`src/rtl/rs_pulse_gen.sv`:
```
// Debounced two-button front end that drives the R/S inputs of an RS flip-flop
// with fixed-width, mutually exclusive pulses separated by a one-cycle gap.
module rs_pulse_gen #(
  parameter int DEBOUNCE_CYCLES = 16,
  parameter int PULSE_CYCLES    = 4
) (
  input  logic clk,
  input  logic rst,
  input  logic set_btn,
  input  logic reset_btn,
  output logic S,
  output logic R,
  output logic busy
);

  localparam int DW = $clog2(DEBOUNCE_CYCLES + 1);
  localparam int PW = $clog2(PULSE_CYCLES + 1);
  localparam logic [DW-1:0] DB_LAST = DW'(DEBOUNCE_CYCLES - 1);
  localparam logic [PW-1:0] P_LAST  = PW'(PULSE_CYCLES - 1);

  typedef enum logic [1:0] {
    ST_IDLE    = 2'd0,
    ST_PULSE_S = 2'd1,
    ST_PULSE_R = 2'd2,
    ST_GAP     = 2'd3
  } state_t;

  logic [1:0] w_btn;
  logic [1:0] w_req;
  logic       w_req_s, w_req_r, w_diff_req, w_go, w_go_set;

  state_t          r_state;
  logic            r_s, r_r, r_busy;
  logic            r_pend_valid, r_pend_set, r_last_set;
  logic [PW-1:0]   r_pcnt;

  // Channel 0 is the set button, channel 1 the reset button.
  assign w_btn = {reset_btn, set_btn};

  generate
    for (genvar gi = 0; gi < 2; gi++) begin : g_chan
      logic          r_sync1, r_sync2, r_stable, r_stable_d;
      logic [DW-1:0] r_cnt;

      always_ff @(posedge clk) begin
        if (rst) begin
          r_sync1    <= 1'b0;
          r_sync2    <= 1'b0;
          r_stable   <= 1'b0;
          r_stable_d <= 1'b0;
          r_cnt      <= '0;
        end else begin
          r_sync1    <= w_btn[gi];
          r_sync2    <= r_sync1;
          r_stable_d <= r_stable;
          if (r_sync2 == r_stable) begin
            r_cnt <= '0;
          end else if (r_cnt == DB_LAST) begin
            r_stable <= ~r_stable;
            r_cnt    <= '0;
          end else begin
            r_cnt <= r_cnt + DW'(1);
          end
        end
      end

      assign w_req[gi] = r_stable & ~r_stable_d;
    end
  endgenerate

  assign w_req_s    = w_req[0];
  assign w_req_r    = w_req[1];
  // A request is only worth queueing if it is the opposite type of the last pulse.
  assign w_diff_req = r_last_set ? w_req_r : w_req_s;

  always_comb begin
    w_go     = 1'b0;
    w_go_set = 1'b0;
    case (r_state)
      ST_IDLE: begin
        w_go     = w_req_s | w_req_r;
        w_go_set = ~w_req_r;
      end
      ST_GAP: begin
        w_go     = r_pend_valid | w_diff_req;
        w_go_set = r_pend_valid ? r_pend_set : ~r_last_set;
      end
      default: ;
    endcase
  end

  always_ff @(posedge clk) begin
    if (rst) begin
      r_state      <= ST_IDLE;
      r_s          <= 1'b0;
      r_r          <= 1'b0;
      r_busy       <= 1'b0;
      r_pend_valid <= 1'b0;
      r_pend_set   <= 1'b0;
      r_last_set   <= 1'b0;
      r_pcnt       <= '0;
    end else begin
      case (r_state)
        ST_IDLE, ST_GAP: begin
          if (w_go) begin
            r_state    <= w_go_set ? ST_PULSE_S : ST_PULSE_R;
            r_s        <= w_go_set;
            r_r        <= ~w_go_set;
            r_busy     <= 1'b1;
            r_last_set <= w_go_set;
            r_pcnt     <= '0;
          end else begin
            r_state <= ST_IDLE;
            r_s     <= 1'b0;
            r_r     <= 1'b0;
            r_busy  <= 1'b0;
          end
          // Simultaneous presses: reset goes first, set waits in the slot.
          if (r_state == ST_IDLE) begin
            if (w_req_s && w_req_r) begin
              r_pend_valid <= 1'b1;
              r_pend_set   <= 1'b1;
            end
          end else begin
            r_pend_valid <= 1'b0;
          end
        end
        default: begin
          if (!r_pend_valid && w_diff_req) begin
            r_pend_valid <= 1'b1;
            r_pend_set   <= ~r_last_set;
          end
          if (r_pcnt == P_LAST) begin
            r_state <= ST_GAP;
            r_s     <= 1'b0;
            r_r     <= 1'b0;
          end else begin
            r_pcnt <= r_pcnt + PW'(1);
          end
        end
      endcase
    end
  end

  assign S    = r_s;
  assign R    = r_r;
  assign busy = r_busy;

endmodule

```
`config.mk`:
```
export PLATFORM = sky130hd
export DESIGN_NAME = rs_pulse_gen
export DESIGN_NICKNAME = d
export VERILOG_FILES = /design/src/rtl/rs_pulse_gen.sv
export SDC_FILE = /design/constraint.sdc
export NUM_CORES = 1
export LEC_CHECK = 0
export ABC_AREA = 1
export CAP_MARGIN = 10
export CORE_MARGIN = 1
export CORE_UTILIZATION = 60
export DETAILED_ROUTE_END_ITERATION = 7
export GPL_TIMING_DRIVEN = 0
export PLACE_DENSITY = 0.86
export SYNTH_ARGS = -nofsm -noshare
export SYNTH_HDL_FRONTEND = slang
export SYNTH_SLANG_ARGS = --single-unit
```
`constraint.sdc`:
```
create_clock -name clk -period 2.6 [get_ports clk]
set_input_delay 0.52 -clock clk [delete_from_list [all_inputs] [get_ports clk]]
set_output_delay 0.52 -clock clk [all_outputs]
set_load 0.01 [all_outputs]
```
==> run_results.csv, run 1 <==
group,metric,value,unit
layout,seq_area,581,um2
worst_setup_path,path_delay_family,"buffers and inverters",
yosys,synth-seq-cells,29,
power_and_ir_drop,leakagePower,0.533,nW
min_path,worstHoldEndpoint,"g_chan[0].r_sync2$_SDFF_PP0_",
yosys,netlist_area,0.00120,mm2
routing,drc,0,
layout,area_growth_syn_to_layout,12.6,%
timing,hold_viol,0,
timing,maxSlewViolCount,0,
clocking,clkSlewWorstSetupHoldPaths,90,ps
worst_setup_path,cp-end-kind,"primary output",
worst_setup_path,r2r_cells,7,
yosys,synth_seq_area_share,48.4,%
timing,max_freq,576,MHz
routing,firstDrtPassIters,4,
yosys,async_reset_ff_share,0,%
timing,rsz0062_at_grt,"no",
layout,layout.nets,174,
min_path,holdPathStages,2,
layout,stdcell_area,0.00135,mm2
routing,ant_nets,0,
status,status,"completed",
place,placed_cell_area,0.00128,mm2
yosys,netlist_instances,150,
global_routing,grt.total_usage,24.2,%
power_and_ir_drop,cellPowerDensity,576,mW/mm2
timing,min_period,1740,ps
yosys,syn-num-nets,162,
routing,avgRoutedWirePerCell,11.4,um
timing,fin_skew,10.1,ps
timing,relSlewSlack,71.3,%
layout,multi_input_area,517,um2
floorplanning,row_count,15,
timing,tightest_slew,431,ps
floorplanning,die_x,46.7,um
clocking,clock-sinks,29,
clocking,ctsHoldBuffers,0,
min_path,hp-class,"flip-flop to flip-flop",
timing,setup_tns,0,ps
worst_setup_path,crit_buf_inv,1,
worst_setup_path,critPathMaxFanout,2,
global_routing,grt_max_degree,11,
worst_setup_path,crit_start,"R$_SDFFE_PP0P_",
timing,post-route-period-util,66.7,%
power_and_ir_drop,finalPower,0.778,mW
routing,dr.first_iter.drc_count,16,
place,port_buffers,5,
clocking,clkLatencyLatePin,320,ps
floorplanning,die_y,46.7,um
power_and_ir_drop,vdd_drop_max,0.383,mV
worst_setup_path,ff2ff_setup_slack,1090,ps
yosys,avgSynthCellArea,8.00,um2
worst_setup_path,crit_type,"flip-flop to primary output",
clocking,root_buffer,"clkbuf_4",
floorplanning,start_util,66.6,%
worst_setup_path,r2r_end,"r_pcnt[2]$_SDFFE_PP0P_",
global_routing,grt_pass1_vias,892,
worst_setup_path,arrival,1220,ps
routing,routed_via_density,5.22,
worst_setup_path,cp-start-kind,"flip-flop",
timing,setup_viol,0,
worst_setup_path,slowest_stage,"clkdlybuf4s50_1",
global_routing,antenna_found_initial,0,
layout,diodes,0,
layout,fill_cells,151,
yosys,synth.distinct_cells,22,
min_path,holdCritStartpoint,"g_chan[0].r_sync1$_SDFF_PP0_",
yosys,synth_ff_type,"dfxtp_1",
clocking,cts_buffers,5,
layout,drive_above_1_share,9.82,%
floorplanning,num_io_pins,7,
yosys,synth-edff-count,0,
layout,final_util,75.0,%
run,cap_violations,0,
timing,hold_ws,407,ps
global_routing,grt_pass1_wl,3550,um
place,gp_congestion,0.797,
global_routing,grt-ovfl-total,0,
worst_setup_path,cpPeakStageDelay,540,ps
yosys,synth-warning-count,0,
clocking,cts_tree,"done",
clocking,clockBufferDepth,2,
worst_setup_path,required,2080,ps
floorplanning,dieArea,0.00218,mm2
floorplanning,core,0.00180,mm2
routing,via_count,981,
worst_setup_path,worstPathCellList,"clkdlybuf4s50_1",
clocking,post-cts-setup-buffers,0,
worst_setup_path,r2r_start,"r_state[0]$_SDFFE_PP0P_",
routing,drt-total-wl,2140,um
clocking,htree_levels,2,
clocking,ctsResizeCount,0,
place,dp_hpwl,1630,um
## logic make-up (layout without fill, tap and decap cells)
kind of cell,after synthesis,after routing,synth area share (%)
flops,29,29,48.4
compound gates,31,31,14.5
buf+inv,27,40,8.55
fa+ha+maj,8,8,8.34
simple gates,55,55,20.2
## worst max-delay path by stage
stage                                                to  slack (ps)  cells after the start
after floorplan                  r_pcnt[2]$_SDFFE_PP0P_        1250                      7
after global placement           r_pcnt[2]$_SDFFE_PP0P_        1140                      7
after detailed placement  g_chan[1].r_cnt[3]$_SDFF_PP0_        1100                      8
after CTS                                             R         850                      1
after global routing                                  R         810                      1
final                                                 R         860                      1
## cell usage in the layout (no fill, tap or decap)
| master | count |
|---|---|
| dfxtp_1 | 29 |
| inv_1 | 22 |
| nand2_1 | 20 |
| nor2_1 | 20 |
| a21oi_1 | 16 |
| o21ai_0 | 9 |
| nand3_1 | 8 |
| ha_1 | 8 |
| clkbuf_4 | 5 |
| clkdlybuf4s50_1 | 5 |
| inv_2 | 3 |
| nor3b_1 | 2 |
| o21bai_1 | 2 |
| clkbuf_8 | 2 |
| buf_2 | 1 |
| buf_1 | 1 |
| o211ai_2 | 1 |
| o211ai_1 | 1 |
| o21ai_1 | 1 |
| nand3b_1 | 1 |
| nor2_4 | 1 |
| nand2_2 | 1 |
| nand4_1 | 1 |
| or2_1 | 1 |
| a21oi_2 | 1 |
| clkinv_2 | 1 |
## area by class of cell
class                           count  area share [%]
Clock buffer                        7            4.81
Timing Repair Buffer                5            3.70
Tap cell                           25            2.31
Inverter                           25            6.94
Buffer                              2           0.648
Sequential cell                    29            43.0
Clock inverter                      1           0.370
Multi-Input combinational cell     94            38.2
## Yosys cell counts (2+ instances only)
library cell | instances | area share (%)
a21oi_1 | 16 | 6.7
dfxtp_1 | 29 | 48
ha_1 | 8 | 8.3
inv_1 | 22 | 6.9
inv_2 | 3 | 0.94
nand2_1 | 20 | 6.3
nand3_1 | 8 | 3.3
nor2_1 | 20 | 6.3
nor3b_1 | 2 | 1.3
o21ai_0 | 9 | 3.8
o21bai_1 | 2 | 1.3
## sequential cells by signal (all words and copies together), names as in the netlist
register	count
g_chan.r_stable	2
r_last_set	1
g_chan.r_sync1	2
g_chan.r_cnt	10
r_pend_valid	1
g_chan.r_sync2	2
r_state	2
S	1
r_pend_set	1
g_chan.r_stable_d	2
R	1
busy	1
r_pcnt	3
## layer usage
layer	vias up	wire length, um	GRT usage, %
li1	503	-	-
met2	21	1140	44.7
met1	449	864	24.3
met4	0	55	13.7
met3	8	85	5.88
met5	-	0	0
## power by group
group	switching (mW)	internal (mW)
clock	0.154	0.157
sequential	0.00195	0.448
combinational	0.0106	0.00709
## through the flow
stage               worst slack, ps  cells
global placement               1140    180
CTS                             854    188
detailed placement             1100    180
finish                          865    188
global route                    813    188
floorplan                      1250    150
Note: power is estimated with default switching activity, not from simulation.
==> run 2, diff against run 1 <==
--- a/config.mk
+++ b/config.mk
@@ -8,10 +8,10 @@
 export ABC_AREA = 1
 export CAP_MARGIN = 10
 export CORE_MARGIN = 1
-export CORE_UTILIZATION = 60
+export CORE_UTILIZATION = 51
 export DETAILED_ROUTE_END_ITERATION = 7
 export GPL_TIMING_DRIVEN = 0
-export PLACE_DENSITY = 0.86
+export PLACE_DENSITY = 0.79
 export SYNTH_ARGS = -nofsm -noshare
 export SYNTH_HDL_FRONTEND = slang
 export SYNTH_SLANG_ARGS = --single-unit
==> constraint.sdc (replaced) <==
create_clock -name clk -period 1.5 [get_ports clk]
set_input_delay 0.3 -clock clk [delete_from_list [all_inputs] [get_ports clk]]
set_output_delay 0.3 -clock clk [all_outputs]
set_load 0.01 [all_outputs]
==> run_results.csv, run 2 (synthesized netlist as in run 1, its figures left out) <==
group,metric,value,unit
global_routing,grt_max_degree,11,
routing,avgRoutedWirePerCell,10.8,um
timing,setup_tns,0,ps
worst_setup_path,required,1770,ps
layout,final_cell_mix,"27 x dfxtp_1, 20 x inv_1, 20 x nor2_1",
clocking,ctsHoldBuffers,0,
layout,area_growth_syn_to_layout,14.9,%
worst_setup_path,ff2ff_setup_slack,70,ps
worst_setup_path,cp-start-kind,"flip-flop",
timing,max_freq,701,MHz
place,dp_hpwl,1530,um
clocking,root_buffer,"clkbuf_4",
floorplanning,die_x,50.5,um
floorplanning,start_util,54.2,%
routing,firstDrtPassIters,4,
worst_setup_path,arrival,1690,ps
layout,top_register,"g_chan.r_cnt",
timing,layout_setup_ws,74.2,ps
timing,relSlewSlack,71.2,%
layout,layout_commonest_cell,"dfxtp_1",
routing,ant_nets,0,
layout,multi_input_area,546,um2
power_and_ir_drop,p_seq_share,62.6,%
layout,largest_reg_flops,10,
layout,stdcell_area,0.00138,mm2
min_path,hp-class,"primary input to flip-flop",
layout,layout.nets,175,
timing,setup_viol,0,
global_routing,grt_pass1_wl,3400,um
timing,hold_viol,0,
routing,drt-total-wl,2070,um
timing,maxSlewViolCount,0,
layout,drive_above_1_share,14.6,%
layout,largestRegisters,"g_chan.r_cnt: 10 flops, r_pcnt: 3 flops",
min_path,holdCritStartpoint,"rst",
run,cap_violations,0,
clocking,clkSlewWorstSetupHoldPaths,90,ps
routing,drc,0,
timing,post-route-period-util,95.1,%
place,port_buffers,5,
place,place_ws,-21.0,ps
worst_setup_path,r2r_start,"r_state[1]$_SDFFE_PP0P_",
global_routing,antenna_found_initial,0,
timing,rsz0062_at_grt,"no",
clocking,cts_buffers,5,
routing,routed_via_density,5.04,
clocking,cts_tree,"done",
power_and_ir_drop,p_switching,0.277,mW
clocking,clock-sinks,29,
power_and_ir_drop,vdd_drop_max,0.751,mV
routing,via_count,967,
worst_setup_path,critPathMaxFanout,6,
status,status,"completed",
floorplanning,dieArea,0.00255,mm2
worst_setup_path,r2r_end,"r_pcnt[2]$_SDFFE_PP0P_",
global_routing,grt-ovfl-total,0,
layout,diodes,0,
worst_setup_path,crit_type,"flip-flop to flip-flop",
min_path,holdPathStages,2,
worst_setup_path,cp-end-kind,"flip-flop",
power_and_ir_drop,cellPowerDensity,903,mW/mm2
global_routing,grt.total_usage,18.9,%
place,placed_cell_area,0.00128,mm2
global_routing,grt_pass1_vias,865,
worst_setup_path,r2r_cells,7,
layout,seq_area,583,um2
power_and_ir_drop,comb_power_share,2.6,%
clocking,clkLatencyLatePin,320,ps
timing,fin_skew,7.97,ps
power_and_ir_drop,pwr-share-clk,34.7,%
clocking,clockBufferDepth,2,
timing,tightest_slew,432,ps
floorplanning,die_y,50.5,um
floorplanning,core,0.00221,mm2
timing,hold_ws,234,ps
place,gp_congestion,0.827,
floorplanning,row_count,17,
timing,min_period,1430,ps
routing,dr.first_iter.drc_count,29,
floorplanning,num_io_pins,7,
min_path,worstHoldEndpoint,"r_pcnt[2]$_SDFFE_PP0P_",
clocking,htree_levels,2,
power_and_ir_drop,p_int,0.967,mW
power_and_ir_drop,leakagePower,0.571,nW
layout,fill_cells,193,
power_and_ir_drop,switching_share,22.3,%
run 2: per-stage QoR:
step | instances | util, % | total power, mW
finish | 192 | 62.3 | 1.24
detailed placement | 183 | 58.1 | 0.828
CTS | 191 | 60.9 | 1.25
global placement | 183 | 58.1 | 0.827
global route | 192 | 62.3 | 1.30
floorplan | 150 | - | 0.816
run 2: repair_timing:
item,in CTS,in global routing
gates resized for setup,3,10
endpoints found under the setup margin,2,5
buffers inserted,0,1
pin swaps,0,2
run 2: power groups by stage:
stage / clock network, mW / logic (mW) / registers (mW)
final: 0.432 / 0.0328 / 0.780
after detailed placement: 0 / 0.0306 / 0.798
after global placement: 0 / 0.0296 / 0.797
after CTS: 0.440 / 0.0312 / 0.779
after global routing: 0.483 / 0.0371 / 0.781
after floorplan: 0 / 0.0197 / 0.797
run 2: layer usage:
layer  wire length (um)  track usage (%)  up-vias
li1                   -                -      508
met5                  0                0        -
met1                893             17.7      443
met3                 65             8.18        5
met4                 36             8.33        0
met2               1080             35.1       11
run 2: how the worst max path moves through the flow:
stage | start | endpoint | slack, ps | cells past startpoint
after global routing | r_state[0]$_SDFFE_PP0P_ | r_pcnt[2]$_SDFFE_PP0P_ | 2 | 7
after CTS | R$_SDFFE_PP0P_ | R | 1 | 1
after global placement | r_state[0]$_SDFFE_PP0P_ | r_pcnt[2]$_SDFFE_PP0P_ | 20 | 7
final | r_state[1]$_SDFFE_PP0P_ | r_pcnt[2]$_SDFFE_PP0P_ | 70 | 7
after floorplan | r_state[0]$_SDFFE_PP0P_ | r_pcnt[2]$_SDFFE_PP0P_ | 150 | 7
after detailed placement | r_state[1]$_SDFFE_PP0P_ | r_pcnt[2]$_SDFFE_PP0P_ | -20 | 7
run 2: critical path: stages (launching register included):
cell and delay [ps]:
dfxtp_1 360, inv_1 80, ha_4 300, inv_2 70
nor2_4 150, inv_2 70, or2_1 220, a21oi_2 120
run 2: final cells by class:
class / count / share of cell area [%]
tap: 28 / 2.54
buffer: 2 / 0.635
inverter: 25 / 6.81
timing repair buffer: 6 / 4.45
clock inverter: 2 / 0.726
multi-input combinational: 94 / 39.6
clock buffer: 6 / 2.99
sequential: 29 / 42.3
==> run 3, diff against run 2 <==
--- a/config.mk
+++ b/config.mk
@@ -8,10 +8,12 @@
 export ABC_AREA = 1
 export CAP_MARGIN = 10
 export CORE_MARGIN = 1
-export CORE_UTILIZATION = 51
+export CORE_UTILIZATION = 30
 export DETAILED_ROUTE_END_ITERATION = 7
 export GPL_TIMING_DRIVEN = 0
-export PLACE_DENSITY = 0.79
+export HOLD_SLACK_MARGIN = 0.06
+export PLACE_DENSITY = 0.53
 export SYNTH_ARGS = -nofsm -noshare
 export SYNTH_HDL_FRONTEND = slang
 export SYNTH_SLANG_ARGS = --single-unit
+export TNS_END_PERCENT = 100
==> run_results.csv, run 3 (synthesized netlist as in run 1, its figures left out) <==
group,metric,value,unit
layout,top_register,"g_chan.r_cnt",
floorplanning,dieArea,0.00426,mm2
min_path,hp-class,"primary input to flip-flop",
global_routing,grt_pass1_wl,3820,um
global_routing,grt_max_degree,11,
place,gp_congestion,0.800,
routing,firstDrtPassIters,2,
global_routing,grt-ovfl-total,0,
floorplanning,die_y,65.2,um
layout,multi_input_area,546,um2
run,cap_violations,0,
timing,rsz0062_at_grt,"no",
place,port_buffers,5,
worst_setup_path,arrival,1140,ps
routing,via_count,965,
clocking,clock-sinks,29,
worst_setup_path,crit_type,"flip-flop to primary output",
routing,drt-total-wl,2120,um
layout,layout.nets,176,
timing,max_freq,694,MHz
timing,fin_skew,5.89,ps
place,dp_hpwl,1500,um
power_and_ir_drop,cellPowerDensity,1000,mW/mm2
layout,fill_cells,406,
timing,hold_viol,0,
worst_setup_path,path_delay_family,"buffers and inverters",
routing,dr.first_iter.drc_count,21,
clocking,htree_levels,2,
status,status,"completed",
worst_setup_path,cpPeakStageDelay,540,ps
timing,setup_viol,0,
routing,routed-wl-met2,1040,um
floorplanning,core,0.00374,mm2
layout,diodes,0,
worst_setup_path,crit_buf_inv,1,
timing,tightest_slew,477,ps
layout,final_cell_mix,"25 x dfxtp_1, 20 x inv_1, 20 x nand2_1",
clocking,ctsHoldBuffers,0,
global_routing,antenna_found_initial,0,
clocking,root_buffer,"clkbuf_8",
timing,maxSlewViolCount,0,
routing,ant_nets,0,
timing,relSlewSlack,68.2,%
routing,avgRoutedWirePerCell,9.98,um
layout,largestRegisters,"g_chan.r_cnt: 10 flops, r_pcnt: 3 flops",
floorplanning,row_count,22,
floorplanning,start_util,32.1,%
layout,drive_above_1_share,15.9,%
worst_setup_path,slowest_stage,"clkdlybuf4s50_1",
layout,stdcell_area,0.00145,mm2
layout,seq_area,586,um2
routing,met3_length,46,um
clocking,cts_tree,"done",
clocking,cts_buffers,5,
worst_setup_path,worstPathCellList,"clkdlybuf4s50_1",
power_and_ir_drop,finalPower,1.45,mW
power_and_ir_drop,leakagePower,0.545,nW
floorplanning,num_io_pins,7,
place,place_ws,12.2,ps
routing,highest_layer,"met4",
layout,largest_reg_flops,10,
timing,post-route-period-util,96.0,%
clocking,clkSlewWorstSetupHoldPaths,60,ps
clocking,clockBufferDepth,2,
routing,drt-met1-wl,970,um
routing,drc,0,
global_routing,grt_pass1_vias,944,
worst_setup_path,cp-end-kind,"primary output",
worst_setup_path,required,1200,ps
global_routing,grt.total_usage,12.3,%
timing,layout_setup_ws,59.6,ps
timing,min_period,1440,ps
layout,layout_commonest_cell,"dfxtp_1",
worst_setup_path,critPathMaxFanout,2,
routing,routed_via_density,4.55,
layout,area_growth_syn_to_layout,20.4,%
power_and_ir_drop,vdd_drop_max,0.720,mV
clocking,clkLatencyLatePin,280,ps
timing,setup_tns,0,ps
floorplanning,die_x,65.2,um
place,placed_cell_area,0.00131,mm2
worst_setup_path,cp-start-kind,"flip-flop",
-- run 3: path summary, 6_finish.rpt --
path	slack, ps	cells past startpoint	start	endpoint
worst max-delay path	60	1	busy$_SDFFE_PP0P_	busy
worst min-delay path	290	2	rst	r_pcnt[2]$_SDFFE_PP0P_
worst max register to register	90	7	r_state[0]$_SDFFE_PP0P_	r_pcnt[2]$_SDFFE_PP0P_
worst min register to register	400	2	g_chan[1].r_sync1$_SDFF_PP0_	g_chan[1].r_sync2$_SDFF_PP0_
-- run 3: final cells by class --
class / count / area share (%)
buffer: 2 / 0.606
clock buffer: 7 / 5.97
inverter: 25 / 6.49
multi-input combinational: 94 / 37.7
sequential: 29 / 40.5
tap: 48 / 4.16
timing repair buffer: 7 / 4.50
-- run 3: repair_timing --
item / 4_1_cts / 5_1_grt
buffers inserted: 0 / 2
endpoints found under the setup margin: 1 / 6
resized for setup: 1 / 11
pin swaps: 0 / 2
-- run 3: metal layers --
layer | up-vias | track usage, %
met5 | - | 0
met4 | 0 | 9.78
met3 | 5 | 4.17
met2 | 7 | 20.1
met1 | 441 | 12.8
li1 | 512 | -
-- run 3: power by group --
group | internal (mW) | total (mW) | leakage [nW] | switching, mW
Combinational | 0.0136 | 0.0331 | 0.264 | 0.0195
Sequential | 0.777 | 0.781 | 0.237 | 0.00375
Clock | 0.363 | 0.633 | 0.0443 | 0.270
Total | 1.15 | 1.45 | 0.545 | 0.294
-- run 3: through the flow --
step           utilization (%)  hold slack (ps)  std cells
2_1_floorplan                -              388        150
3_3_place_gp              35.0              392        203
3_5_place_dp              35.0              399        203
4_1_cts                   37.4              287        210
5_1_grt                   38.6              297        212
6_report                  38.6              289        212
